--- src/rtl/lsu_mem_ctrl.sv ---
`default_nettype none
// ============================================================================
// Module   : lsu_mem_ctrl
// Purpose  : Multi-cycle RV32I load/store initiator in front of a word-wide
//            data memory with combinational read and no byte enables.
//            Decodes funct3, checks legality/alignment/range, extends
//            sub-word loads and performs sub-word stores as read-modify-write.
// Ports    : clk, rst_n                   clock / async active-low reset
//            req_valid/ready/we/funct3/addr/wdata   core request channel
//            resp_valid/err/rdata         core response (one-cycle pulse)
//            mem_addr/wdata/we/re/rdata   data memory port
// Revision : 1.0  initial release
// ============================================================================
module lsu_mem_ctrl #(
  parameter int MEM_WORDS = 8192,
  parameter int ADDR_W    = 32
) (
  input  logic              clk,
  input  logic              rst_n,
  input  logic              req_valid,
  output logic              req_ready,
  input  logic              req_we,
  input  logic [2:0]        req_funct3,
  input  logic [ADDR_W-1:0] req_addr,
  input  logic [31:0]       req_wdata,
  output logic              resp_valid,
  output logic              resp_err,
  output logic [31:0]       resp_rdata,
  output logic [31:0]       mem_addr,
  output logic [31:0]       mem_wdata,
  output logic              mem_we,
  output logic              mem_re,
  input  logic [31:0]       mem_rdata
);

  // One extra bit so the byte size of the memory never wraps.
  localparam logic [ADDR_W:0] C_MEM_BYTES = (ADDR_W+1)'(MEM_WORDS) << 2;

  typedef enum logic [1:0] {
    ST_IDLE  = 2'd0,
    ST_READ  = 2'd1,
    ST_WRITE = 2'd2,
    ST_RESP  = 2'd3
  } state_t;

  state_t      r_state;
  logic [1:0]  r_off;        // byte offset inside the word
  logic        r_we;
  logic [2:0]  r_funct3;
  logic [15:0] r_wdata;      // only the B/H lanes are needed after accept
  logic        r_err;
  logic [31:0] r_rdata;
  logic [31:0] r_mem_addr;
  logic [31:0] r_mem_wdata;

  logic        w_illegal;
  logic        w_misalign;
  logic        w_range_err;
  logic        w_err;
  logic [7:0]  w_byte;
  logic [15:0] w_half;
  logic [31:0] w_load_ext;
  logic [31:0] w_merged;

  // Request checks, evaluated on the live request while in IDLE.
  assign w_illegal   = (req_funct3 == 3'b011) || (req_funct3[2:1] == 2'b11) ||
                       (req_we && req_funct3[2]);
  assign w_misalign  = ((req_funct3[1:0] == 2'b01) && req_addr[0]) ||
                       ((req_funct3[1:0] == 2'b10) && (req_addr[1:0] != 2'b00));
  assign w_range_err = ({1'b0, req_addr} >= C_MEM_BYTES);
  assign w_err       = w_illegal || w_misalign || w_range_err;

  // Lane extraction / extension for loads and lane merge for sub-word stores.
  always_comb begin
    w_byte     = 8'h00;
    w_half     = r_off[1] ? mem_rdata[31:16] : mem_rdata[15:0];
    w_load_ext = mem_rdata;
    w_merged   = mem_rdata;
    case (r_off)
      2'd0:    w_byte = mem_rdata[7:0];
      2'd1:    w_byte = mem_rdata[15:8];
      2'd2:    w_byte = mem_rdata[23:16];
      default: w_byte = mem_rdata[31:24];
    endcase
    case (r_funct3)
      3'b000:  w_load_ext = {{24{w_byte[7]}}, w_byte};
      3'b001:  w_load_ext = {{16{w_half[15]}}, w_half};
      3'b100:  w_load_ext = {24'h0, w_byte};
      3'b101:  w_load_ext = {16'h0, w_half};
      default: w_load_ext = mem_rdata;
    endcase
    if (r_funct3[1:0] == 2'b00) begin
      case (r_off)
        2'd0:    w_merged[7:0]   = r_wdata[7:0];
        2'd1:    w_merged[15:8]  = r_wdata[7:0];
        2'd2:    w_merged[23:16] = r_wdata[7:0];
        default: w_merged[31:24] = r_wdata[7:0];
      endcase
    end else if (r_off[1]) begin
      w_merged[31:16] = r_wdata;
    end else begin
      w_merged[15:0] = r_wdata;
    end
  end

  always_ff @(posedge clk or negedge rst_n) begin
    if (!rst_n) begin
      r_state     <= ST_IDLE;
      r_off       <= 2'b00;
      r_we        <= 1'b0;
      r_funct3    <= 3'b000;
      r_wdata     <= 16'h0;
      r_err       <= 1'b0;
      r_rdata     <= 32'h0;
      r_mem_addr  <= 32'h0;
      r_mem_wdata <= 32'h0;
    end else begin
      case (r_state)
        ST_IDLE: begin
          if (req_valid) begin
            r_off      <= req_addr[1:0];
            r_we       <= req_we;
            r_funct3   <= req_funct3;
            r_wdata    <= req_wdata[15:0];
            r_mem_addr <= 32'({req_addr[ADDR_W-1:2], 2'b00});
            if (w_err) begin
              // Errors skip the memory entirely; rdata reads 0 with the pulse.
              r_err   <= 1'b1;
              r_rdata <= 32'h0;
              r_state <= ST_RESP;
            end else begin
              r_err <= 1'b0;
              if (req_we && (req_funct3[1:0] == 2'b10)) begin
                r_mem_wdata <= req_wdata;
                r_state     <= ST_WRITE;
              end else begin
                r_state <= ST_READ;
              end
            end
          end
        end
        ST_READ: begin
          if (r_we) begin
            r_mem_wdata <= w_merged;
            r_state     <= ST_WRITE;
          end else begin
            r_rdata <= w_load_ext;
            r_state <= ST_RESP;
          end
        end
        ST_WRITE: begin
          r_rdata <= 32'h0;
          r_state <= ST_RESP;
        end
        default: r_state <= ST_IDLE;
      endcase
    end
  end

  // Strobes decode straight from state so reset removes them without a clock.
  assign req_ready  = (r_state == ST_IDLE);
  assign mem_re     = (r_state == ST_READ);
  assign mem_we     = (r_state == ST_WRITE);
  assign resp_valid = (r_state == ST_RESP);
  assign resp_err   = (r_state == ST_RESP) && r_err;
  assign resp_rdata = r_rdata;
  assign mem_addr   = r_mem_addr;
  assign mem_wdata  = r_mem_wdata;

endmodule
`default_nettype wire

--- config.mk ---
export PLATFORM = sky130hd
export DESIGN_NAME = lsu_mem_ctrl
export DESIGN_NICKNAME = d
export VERILOG_FILES = /design/src/rtl/lsu_mem_ctrl.sv
export SDC_FILE = /design/constraint.sdc
export NUM_CORES = 1
export LEC_CHECK = 0
export CAP_MARGIN = 15
export CORE_ASPECT_RATIO = 1.4
export CORE_MARGIN = 2
export CORE_UTILIZATION = 25
export CTS_CLUSTER_DIAMETER = 100
export DETAILED_ROUTE_END_ITERATION = 10
export SLEW_MARGIN = 15
export SYNTH_ARGS = -nofsm -noshare
export SYNTH_HDL_FRONTEND = slang
export SYNTH_SLANG_ARGS = --single-unit
--- constraint.sdc ---
create_clock -name clk -period 5 [get_ports clk]
set_input_delay 0.5 -clock clk [delete_from_list [all_inputs] [get_ports clk]]
set_output_delay 0.5 -clock clk [all_outputs]
set_load 0.03 [all_outputs]
==> results.cfg <==
[grt]
grt_first_pass_wirelength_um = 29950
antenna_found_initial = 2
use_met1_pct = 17.99
overflow = 0
grt_busiest_layer = met2
grt_max_degree = 78
grt_use_met3_pct = 5.312
grtUsageTotal_pct = 15.86
grt_use_met2_pct = 26.77
grt_pass1_vias = 5002

[clocking]
insertion_delay_ns = 0.42
clkSinkCount = 119
h-tree-depth = 4
cts_root_buf = clkbuf_16
cts_resized = 0
cts_buffer_depth = 2
cts_setup_buffers = 0
numCtsBuffers = 17
cts_tree = built
cts_hold_buf = 0
path_clk_slew_ns = 0.06

[sta]
slew_headroom_pct = 39.42
finalSetupViolations = 0
worst_pin_slew_ns = 0.9033
clock.fmax_ghz = 0.3349
hold_viol_final = 0
setup_tns_ns = 0
rsz0062_at_grt = false
skew_ns = 0.006369
fin_crit_sh_pct = 59.72
drv_slew = 0
fin_crit_ns = 2.986

[routing]
drt_pass1_iterations = 4
viasPerCell = 4.665
wl_per_cell_um = 19.10
drt_iter0_drc = 183
route.vias.total = 4791
wirelength_um = 19620
remaining_drc_errors = 0
ant_nets = 0

[pwr]
total_power_mw = 6.562
p_switching_mw = 2.717
swShare_pct = 41.41
power_leakage_nw = 3.701
p_seq_share_pct = 26.6
p_per_area_mw_per_mm2 = 737.4
clock_power_share_pct = 19.3
pwr-share-comb_pct = 54.1
peakVddDrop_mv = 0.3289
internal_power_mw = 3.845

[critical_path]
r2r_slack_ns = 2.33
endpoint_kind = output pin
r2r_cells = 5
slowest_delay_ns = 0.82
path_cells = inv_1, ha_2, buf_4, clkdlybuf4s50_1
reg2reg_from = r_funct3[1]$_DFFE_PN0P_
crit_path_max_fanout = 77
critPathKind = flop to output pin
crit_family = buffers and inverters
worst-path-buf-inv = 3
crit_required_ns = 4.50
worstReg2RegEnd = mem_wdata[12]$_DFFE_PN0P_
arrival_ns = 2.49
crit_path_top_delay_cell = clkdlybuf4s50_1
startpoint_type = flop

[logic_synthesis]
synth-xor-area-share_pct = 0
synth_cell_types = 50
yosysSeqAreaShare_pct = 49.67
ys_warn_count = 0
synth-simple-area-share_pct = 7.408
synthMuxAreaShare_pct = 22.25
ys.flop_type = dfrtp_1
ys_ff_latch = 119
synth_fa_ha_area_share_pct = 0.8347
synth_top_family_by_area = multiplexers
synth_cells = 509
synth_compound_area_share_pct = 15.53
syn_area_per_cell_um2 = 11.78
synthArstFlopShare_pct = 100.0
synth_area_mm2 = 0.005996
synth_edf_count = 0

[die]
core_mm2 = 0.02372
io-pin-count = 204
die_area_mm2 = 0.02526
die_x_um = 134.9
rows = 67
dieHeight_um = 187.2
start_util_pct = 25.27

[placed_design]
hpwl_um = 14860
place.gp.congestion = 0.8074
port_buffers = 201

[hold_path]
hold_class = input port to async pin

[layout]
syn2layout_area_growth_pct = 48.41
final_common_cell = clkdlybuf4s50_1
nNetsFinal = 809
nFillCells = 2363
final_cell_mix = clkdlybuf4s50_1 (200), dfrtp_1 (119), mux2_2 (94)
layout-drive-gt1-share_pct = 20.98

[outcome]
status = completed

[flow_run]
cap_viol_max_count = 0
## worst reg2reg max path, stage by stage, from the launching register on
cell and delay (ns):
dfrtp_1 0.88, or2_1 0.62, o21ai_1 0.33, a22oi_1 0.33, a21oi_1 0.12, mux2_2 0.29
## Yosys cell counts, types with 4 or more instances
| library cell | number | share of area [%] |
|---|---|---|
| a21oi_1 | 33 | 2.8 |
| a221oi_1 | 7 | 1.0 |
| a22o_1 | 24 | 3.5 |
| a22o_2 | 5 | 0.83 |
| a22oi_1 | 14 | 1.8 |
| a2bb2oi_1 | 9 | 1.3 |
| a31oi_1 | 4 | 0.42 |
| buf_2 | 9 | 0.75 |
| buf_4 | 4 | 0.50 |
| buf_6 | 6 | 1.1 |
| clkbuf_1 | 16 | 1.0 |
| dfrtp_1 | 119 | 50 |
| ha_1 | 4 | 0.83 |
| inv_1 | 13 | 0.81 |
| mux2_2 | 94 | 18 |
| mux2i_1 | 26 | 4.3 |
| nand2_1 | 7 | 0.44 |
| nand2b_1 | 10 | 1.0 |
| nor2_1 | 39 | 2.4 |
| o21ai_0 | 17 | 1.4 |
| or2b_1 | 10 | 1.3 |
## flip-flops by register name, indices dropped and copies added, names as in the netlist
signal,flops
mem_addr,30
resp_rdata,32
mem_wdata,32
r_err,1
r_state,2
r_funct3,3
r_off,2
r_wdata,16
r_we,1
## routing by layer
layer	up-vias	share of wire (%)	routed length (µm)
met5	-	0	0
met4	0	3.1	603
met3	28	6.9	1349
met2	158	51	9984
met1	2338	39	7681
li1	2267	-	-
## power groups by stage
stage          clock network (mW)  registers, mW  logic (mW)
2_1_floorplan                   0           2.38        1.67
3_3_place_gp                    0           1.76        3.52
3_5_place_dp                    0           1.77        3.55
4_1_cts                      1.30           1.76        3.57
5_1_grt                      1.34           1.81        3.78
6_report                     1.27           1.75        3.55
## cell families (layout without fill, tap and decap cells)
logic type               Yosys count  count (layout)
adder cells (fa/ha/maj)            4               4
AO/OA/AOI/OAI                    129             129
AND/OR/NAND/NOR                   86              86
flip-flops                       119             119
buffers and inverters             49             254
multiplexers                     121             121
other                              1               4
## worst max path at each step
stage	startpoint	endpoint	slack (ns)	cells after the start
final	r_state[1]$_DFFE_PN0N_	mem_re	2.01	4
after global routing	r_state[1]$_DFFE_PN0N_	mem_re	1.83	4
after detailed placement	req_addr[30]	resp_rdata[15]$_DFFE_PN0P_	1.92	6
after CTS	r_state[1]$_DFFE_PN0N_	mem_re	1.94	4
after floorplan	r_state[1]$_DFFE_PN0N_	mem_wdata[10]$_DFFE_PN0P_	2.84	7
after global placement	req_addr[30]	resp_rdata[4]$_DFFE_PN0P_	1.94	6
## area by class of cell
| type | instances | area, µm² | area share (%) |
|---|---|---|---|
| clock inverter | 12 | 150.1 | 1.687 |
| clock buffer | 20 | 456.7 | 5.132 |
| tap | 310 | 387.9 | 4.359 |
| sequential | 119 | 2978 | 33.46 |
| timing repair buffer | 208 | 2082 | 23.40 |
| antenna | 2 | 5.005 | 0.05624 |
| multi-input combinational | 342 | 2786 | 31.31 |
| inverter | 14 | 52.55 | 0.5906 |
## through the flow
| stage | instances | instance area, µm² | worst slack, ns | hold WS (ns) | utilization, % |
|---|---|---|---|---|---|
| finish | 1027 | 8899 | 2.014 | 0.1119 | 37.51 |
| global placement | 992 | 8259 | 1.943 | 0.4866 | 34.81 |
| floorplan | 510 | 6000 | 2.836 | 0.2044 | - |
| CTS | 1024 | 8866 | 1.935 | 0.1434 | 37.37 |
| detailed placement | 992 | 8259 | 1.922 | 0.4917 | 34.81 |
| global route | 1027 | 8899 | 1.827 | 0.1645 | 37.51 |
(Power assumes the default switching activity.)
